[config.mk]
export PLATFORM = sky130hd
export DESIGN_NAME = patch_reduce_scheduler
export DESIGN_NICKNAME = d
export VERILOG_FILES = /design/src/rtl/patch_reduce_scheduler.sv
export SDC_FILE = /design/constraint.sdc
export NUM_CORES = 1
export LEC_CHECK = 0
export ABC_AREA = 1
export CORE_UTILIZATION = 46
export DETAILED_ROUTE_END_ITERATION = 7
export GPL_TIMING_DRIVEN = 0
export PLACE_DENSITY_LB_ADDON = 0.3
export SLEW_MARGIN = 20
export SYNTH_ARGS = -nofsm -noshare
export SYNTH_HDL_FRONTEND = slang
export SYNTH_SLANG_ARGS = --single-unit
export TNS_END_PERCENT = 5
[constraint.sdc]
create_clock -name dram_clk -period 2.2 [get_ports dram_clk]
set_input_delay 0.33 -clock dram_clk [delete_from_list [all_inputs] [get_ports dram_clk]]
set_output_delay 0.33 -clock dram_clk [all_outputs]
set_load 0.05 [all_outputs]
[src/rtl/patch_reduce_scheduler.sv]
// Round-robin scheduler for a bank of patch reducers, in-order retire.
// Optional watchdog on the retiring lane: define PATCH_SCHED_TIMEOUT_EN.
module patch_reduce_scheduler #(
  parameter int N_LANE         = 4,
  parameter int PATCH_SIZE     = 6,
  parameter int ROW_SUM_SIZE   = 16,
  parameter int PATCH_SUM_SIZE = 24,
  parameter int TAG_SIZE       = 8,
  parameter int TIMEOUT_CYCLES = 1024
) (
  input  logic                             dram_clk,
  input  logic                             reset_n,
  input  logic [ROW_SUM_SIZE-1:0]          in_sum,
  input  logic                             in_valid,
  output logic                             in_ready,
  output logic [N_LANE-1:0]                red_init,
  output logic [ROW_SUM_SIZE-1:0]          red_partial_sum,
  output logic [N_LANE-1:0]                red_valid,
  input  logic [N_LANE-1:0]                red_sum_rdy,
  input  logic [N_LANE*PATCH_SUM_SIZE-1:0] red_sum,
  output logic [N_LANE-1:0]                red_ack,
  output logic [PATCH_SUM_SIZE-1:0]        out_sum,
  output logic [TAG_SIZE-1:0]              out_tag,
  output logic                             out_valid,
  input  logic                             out_ready,
  output logic                             busy,
  output logic                             err
);

  localparam int LW = (N_LANE > 1) ? $clog2(N_LANE) : 1;
  localparam int RW = (PATCH_SIZE > 1) ? $clog2(PATCH_SIZE) : 1;
  localparam logic [LW-1:0] LAST_LANE = LW'(N_LANE - 1);
  localparam logic [RW-1:0] LAST_ROW  = RW'(PATCH_SIZE - 1);

  typedef enum logic [2:0] {
    S_IDLE,
    S_ARM,
    S_FILL,
    S_FULL,
    S_REL
  } lane_st_t;

  lane_st_t                  r_st [N_LANE];
  logic [LW-1:0]             r_alloc_ptr;
  logic [LW-1:0]             r_ret_ptr;
  logic [RW-1:0]             r_row_cnt;
  logic [TAG_SIZE-1:0]       r_out_seq;
  logic [N_LANE-1:0]         r_init;
  logic [N_LANE-1:0]         r_ack;
  logic [PATCH_SUM_SIZE-1:0] r_out_sum;
  logic [TAG_SIZE-1:0]       r_out_tag;
  logic                      r_out_valid;

  logic                      w_arm_fill;
  logic                      w_not_idle;
  logic                      w_fill;
  logic                      w_accept;
  logic                      w_last;
  logic                      w_alloc;
  logic                      w_ret_full;
  logic                      w_retire;
  logic                      w_to_fire;
  logic [PATCH_SUM_SIZE-1:0] w_ret_sum;
  logic [LW-1:0]             w_alloc_nxt;
  logic [LW-1:0]             w_ret_nxt;

  always_comb begin
    w_arm_fill = 1'b0;
    w_not_idle = 1'b0;
    for (int i = 0; i < N_LANE; i++) begin
      if (r_st[i] == S_ARM || r_st[i] == S_FILL)
        w_arm_fill = 1'b1;
      if (r_st[i] != S_IDLE)
        w_not_idle = 1'b1;
    end
  end

  // Only one lane is ever in ARM/FILL, and it is always alloc_ptr.
  assign w_fill   = (r_st[r_alloc_ptr] == S_FILL);
  assign w_accept = in_valid && w_fill;
  assign w_last   = w_accept && (r_row_cnt == LAST_ROW);
  assign w_alloc  = (r_st[r_alloc_ptr] == S_IDLE)
                 && !w_arm_fill && in_valid;

  assign w_ret_full = (r_st[r_ret_ptr] == S_FULL);
  assign w_retire   = w_ret_full && red_sum_rdy[r_ret_ptr]
                   && (!r_out_valid || out_ready);
  assign w_ret_sum  =
    red_sum[int'(r_ret_ptr)*PATCH_SUM_SIZE +: PATCH_SUM_SIZE];

  assign w_alloc_nxt = (r_alloc_ptr == LAST_LANE) ? '0
                     : r_alloc_ptr + 1'b1;
  assign w_ret_nxt   = (r_ret_ptr == LAST_LANE) ? '0
                     : r_ret_ptr + 1'b1;

  always_comb begin
    red_valid = '0;
    if (w_accept)
      red_valid[r_alloc_ptr] = 1'b1;
  end

`ifdef PATCH_SCHED_TIMEOUT_EN
  localparam int TW = $clog2(TIMEOUT_CYCLES + 1);
  localparam logic [TW-1:0] TO_LAST = TW'(TIMEOUT_CYCLES - 1);

  logic [TW-1:0] r_to_cnt;
  logic          r_err;
  logic          w_stall;

  assign w_stall   = w_ret_full && !red_sum_rdy[r_ret_ptr];
  assign w_to_fire = w_stall && (r_to_cnt == TO_LAST);

  always_ff @(posedge dram_clk or negedge reset_n) begin
    if (!reset_n) begin
      r_to_cnt <= '0;
      r_err    <= 1'b0;
    end else begin
      if (!w_stall || w_to_fire)
        r_to_cnt <= '0;
      else
        r_to_cnt <= r_to_cnt + 1'b1;
      if (w_to_fire)
        r_err <= 1'b1;
    end
  end

  assign err = r_err;
`else
  assign w_to_fire = 1'b0;
  assign err       = 1'b0;
`endif

  always_ff @(posedge dram_clk or negedge reset_n) begin
    if (!reset_n) begin
      for (int i = 0; i < N_LANE; i++)
        r_st[i] <= S_IDLE;
      r_alloc_ptr <= '0;
      r_ret_ptr   <= '0;
      r_row_cnt   <= '0;
      r_out_seq   <= '0;
      r_init      <= '0;
      r_ack       <= '0;
      r_out_sum   <= '0;
      r_out_tag   <= '0;
      r_out_valid <= 1'b0;
    end else begin
      r_init <= '0;
      r_ack  <= '0;
      for (int i = 0; i < N_LANE; i++) begin
        case (r_st[i])
          S_ARM:   r_st[i] <= S_FILL;
          S_REL:   r_st[i] <= S_IDLE;
          default: r_st[i] <= r_st[i];
        endcase
      end
      if (w_alloc) begin
        r_st[r_alloc_ptr]   <= S_ARM;
        r_init[r_alloc_ptr] <= 1'b1;
        r_row_cnt           <= '0;
      end
      if (w_accept)
        r_row_cnt <= w_last ? '0 : r_row_cnt + 1'b1;
      if (w_last) begin
        r_st[r_alloc_ptr] <= S_FULL;
        r_alloc_ptr       <= w_alloc_nxt;
      end
      // A watchdog release consumes the tag but never reaches the output.
      if (w_retire || w_to_fire) begin
        r_st[r_ret_ptr]  <= S_REL;
        r_ack[r_ret_ptr] <= 1'b1;
        r_out_seq        <= r_out_seq + 1'b1;
        r_ret_ptr        <= w_ret_nxt;
      end
      if (w_retire) begin
        r_out_sum   <= w_ret_sum;
        r_out_tag   <= r_out_seq;
        r_out_valid <= 1'b1;
      end else if (out_ready) begin
        r_out_valid <= 1'b0;
      end
    end
  end

  assign in_ready        = w_fill;
  assign red_partial_sum = in_sum;
  assign red_init        = r_init;
  assign red_ack         = r_ack;
  assign out_sum         = r_out_sum;
  assign out_tag         = r_out_tag;
  assign out_valid       = r_out_valid;
  assign busy            = w_not_idle || r_out_valid;

endmodule

==> results.tsv <==
metric	value	unit
outcome	complete, no violations	
largest net degree at the start of global routing	40	
Setup Fix Bufs, Post-CTS	0	
hold crit path type	input pin to asynchronous set/reset pin	
# port buffers	166	
GPL Wtd Cong	0.9119	
Slew Limit Fails	0	
drt via density	5.361	
total of max-cap violations	0	
starting density of the core	0.4758	
Worst setup EP type	output pin	
final critical-path share of the clock period	0.9529	
share of layout cells above drive strength 1	0.1141	
worst endpoint data arrival time	1770	ps
antenna-violating nets left	0	
RSZ-0062 raised after global routing	no	
CTS tree	yes	
clock slew seen by the registers of the worst setup and hold paths	70	ps
Slowest-stage cell, CP	dfrtp_1	
final core utilization	0.7070	
Gate Count Post-Synth	552	
CP Class	register to output pin	
CTS Root Cell	clkbuf_8	
maximum clock path buffer count	2	
die area	9403	sq um
post-layout minimum cycle time	2096	ps
EDFF count, synth	0	
Multi-input gate area	1983	sq um
Syn. warnings	0	
startpoint types	register	
Final Hold Vio Count	0	
row count	34	
count leader, synth	nand2_1	
post-synth top area cell	dfrtp_1	
FF+latch area	1702	sq um
Setup Skew	11.08	ps
area grow syn2layout	48.61	%
first-pass GRT wire length	20.78	mm
slew at the pin with the worst max-slew slack	537.0	ps
CP most frequent cell	nand3_1	
drt drc	0	
antenna cells	0	
H-tree depth	3	
placed insts	827	
Max stage delay on crit path	490	ps
final setup violation count	0	
Core ar.	8721	sq um
flops & latches, synth	68	
Peak Freq	477.0	MHz
post-route insts no fill	844	
routed length per placed instance	15.24	um
Total GRT Usage	0.2762	
Nets	862	
Cell Pwr Density	653.4	nW/um^2
max_slew headroom	0.6409	
crit path cell chain	inv_2 > nand3_1 > nand3_1 > nand2_1 > nor2_4 > buf_4	
Post-synth top cells	nand2_1 (135), o21ai_0 (73), nor2_1 (72)	
syn_area_per_cell	7.516	sq um
Clock Latency Late Sink	350	ps
GRT Residual Overflow	0	
sequential fraction of the synthesis area	0.4101	
Synth cell types	29	
I/O pins	184	
initial antenna violation count	0	
CTS Sinks	68	
total CTS buffers	9	
mapped cell area	4149	sq um
highest ir drop seen on vdd	381.4	uV
worst slack, placed	-208.0	ps
WL final	12.86	mm
Die X	96.97	um
number of fillers in the final layout	725	
vias	4525	
ys async rst share	1.000	
Lkg Pwr	2.969	nW
Tot Pwr	4.029	mW
vias in the first global route	4468	
setup ws final	103.6	ps
syn_nets	683	
ys flop type	dfrtp_1	
drt first pass iters	5	
Die Height	96.97	um
HPWL after detailed placement	10.05	mm
CP max FO	8	
First DRT Iteration DRCs	267	
Crit path required time	1870	ps
largest cells by area after synthesis	dfrtp_1 (41%), nand2_1 (12%), o21ai_0 (8.8%)	
Yosys top cell area share	0.4101	
==> cell families (layout without fill, tap and decap cells) <==
group           count (synthesis)  after routing  synth area share
compound gates                110            110            0.1423
xor+xnor                        4              4          0.008445
fa+ha+maj                      11             11           0.03317
buf+inv                        89            273            0.1119
flops                          68             68            0.4101
other cells                     1              1         0.0009038
simple gates                  269            269            0.2931
==> state kept, by name, indices dropped and copies added (netlist names) <==
register,count
out_valid,1
r_st,12
out_sum,24
red_init,4
r_ret_ptr,2
r_row_cnt,3
r_alloc_ptr,2
r_out_seq,8
red_ack,4
out_tag,8
==> per-layer routing <==
metal / up-vias / global-route usage / wire (um)
met5: - / 0 / 0
met4: 0 / 0.1653 / 619
met3: 48 / 0.05780 / 872
met2: 236 / 0.4583 / 6310
met1: 2103 / 0.3291 / 5059
li1: 2138 / - / -
==> layout by cell type (no fill, tap or decap), types with 12 or more instances in the layout <==
cell type / netlist / layout
clkdlybuf4s50_1: 0 / 159
inv_1: 37 / 37
buf_4: 18 / 20
dfrtp_1: 68 / 68
nand3_1: 26 / 26
o22ai_1: 24 / 24
nand4_1: 12 / 12
o21ai_0: 73 / 73
nand2_1: 135 / 135
nor2_1: 72 / 72
==> metrics by stage <==
stage	instance area (sq um)	hold slack (ps)	TNS, ps
after floorplan	4149	34.41	0
after global placement	5946	463.2	-101300
after detailed placement	5963	290.7	-922.3
after CTS	6141	465.5	-57.28
after global routing	6166	490.7	0
final	6166	458.4	0
==> layout make-up <==
cell class,count,share of cell area
inverter,46,0.03003
buffer,43,0.04647
timing repair buffer,168,0.2735
sequential,68,0.2760
clock buffer,11,0.02455
multi-input combinational,395,0.3216
clock inverter,5,0.005885
tap,108,0.02192
==> where the power goes <==
part / internal, mW / switching (mW)
Combinational: 0.621 / 0.984
Clock: 0.472 / 0.495
Sequential: 1.34 / 0.116
==> timing repair <==
action / in CTS / in global routing
hold endpoints to repair: 29 / 0
gates resized for setup: 24 / 20
hold buffers: 1 / 0
pin swaps: 0 / 0
endpoints found under the setup margin: 6 / 6
==> path summary, 6_finish.rpt <==
| path | from | endpoint | slack (ps) | depth (start not counted) |
|---|---|---|---|---|
| worst max register to register | r_ret_ptr[0]$_DFFE_PN0P_ | r_st[11]$_DFF_PN0_ | 400 | 7 |
| max in group asynchronous | reset_n | r_ret_ptr[1]$_DFFE_PN0P_ | 1200 | 3 |
| worst max-delay path | r_alloc_ptr[1]$_DFFE_PN0N_ | in_ready | 100 | 6 |
| min in group dram_clk | out_tag[3]$_DFFE_PN0P_ | out_tag[3]$_DFFE_PN0P_ | 480 | 2 |
| worst min-delay path | reset_n | r_row_cnt[0]$_DFFE_PN0P_ | 460 | 2 |
| worst min register to register | out_tag[3]$_DFFE_PN0P_ | out_tag[3]$_DFFE_PN0P_ | 480 | 2 |
==> critical path: cells and delay by family, from the launching register on <==
kind | cells | cell delay [ps]
buffers and inverters | 2 | 420
flip-flops | 1 | 490
AND/OR/NAND/NOR | 4 | 520
No activity file was read; power rests on OpenSTA's default activity.
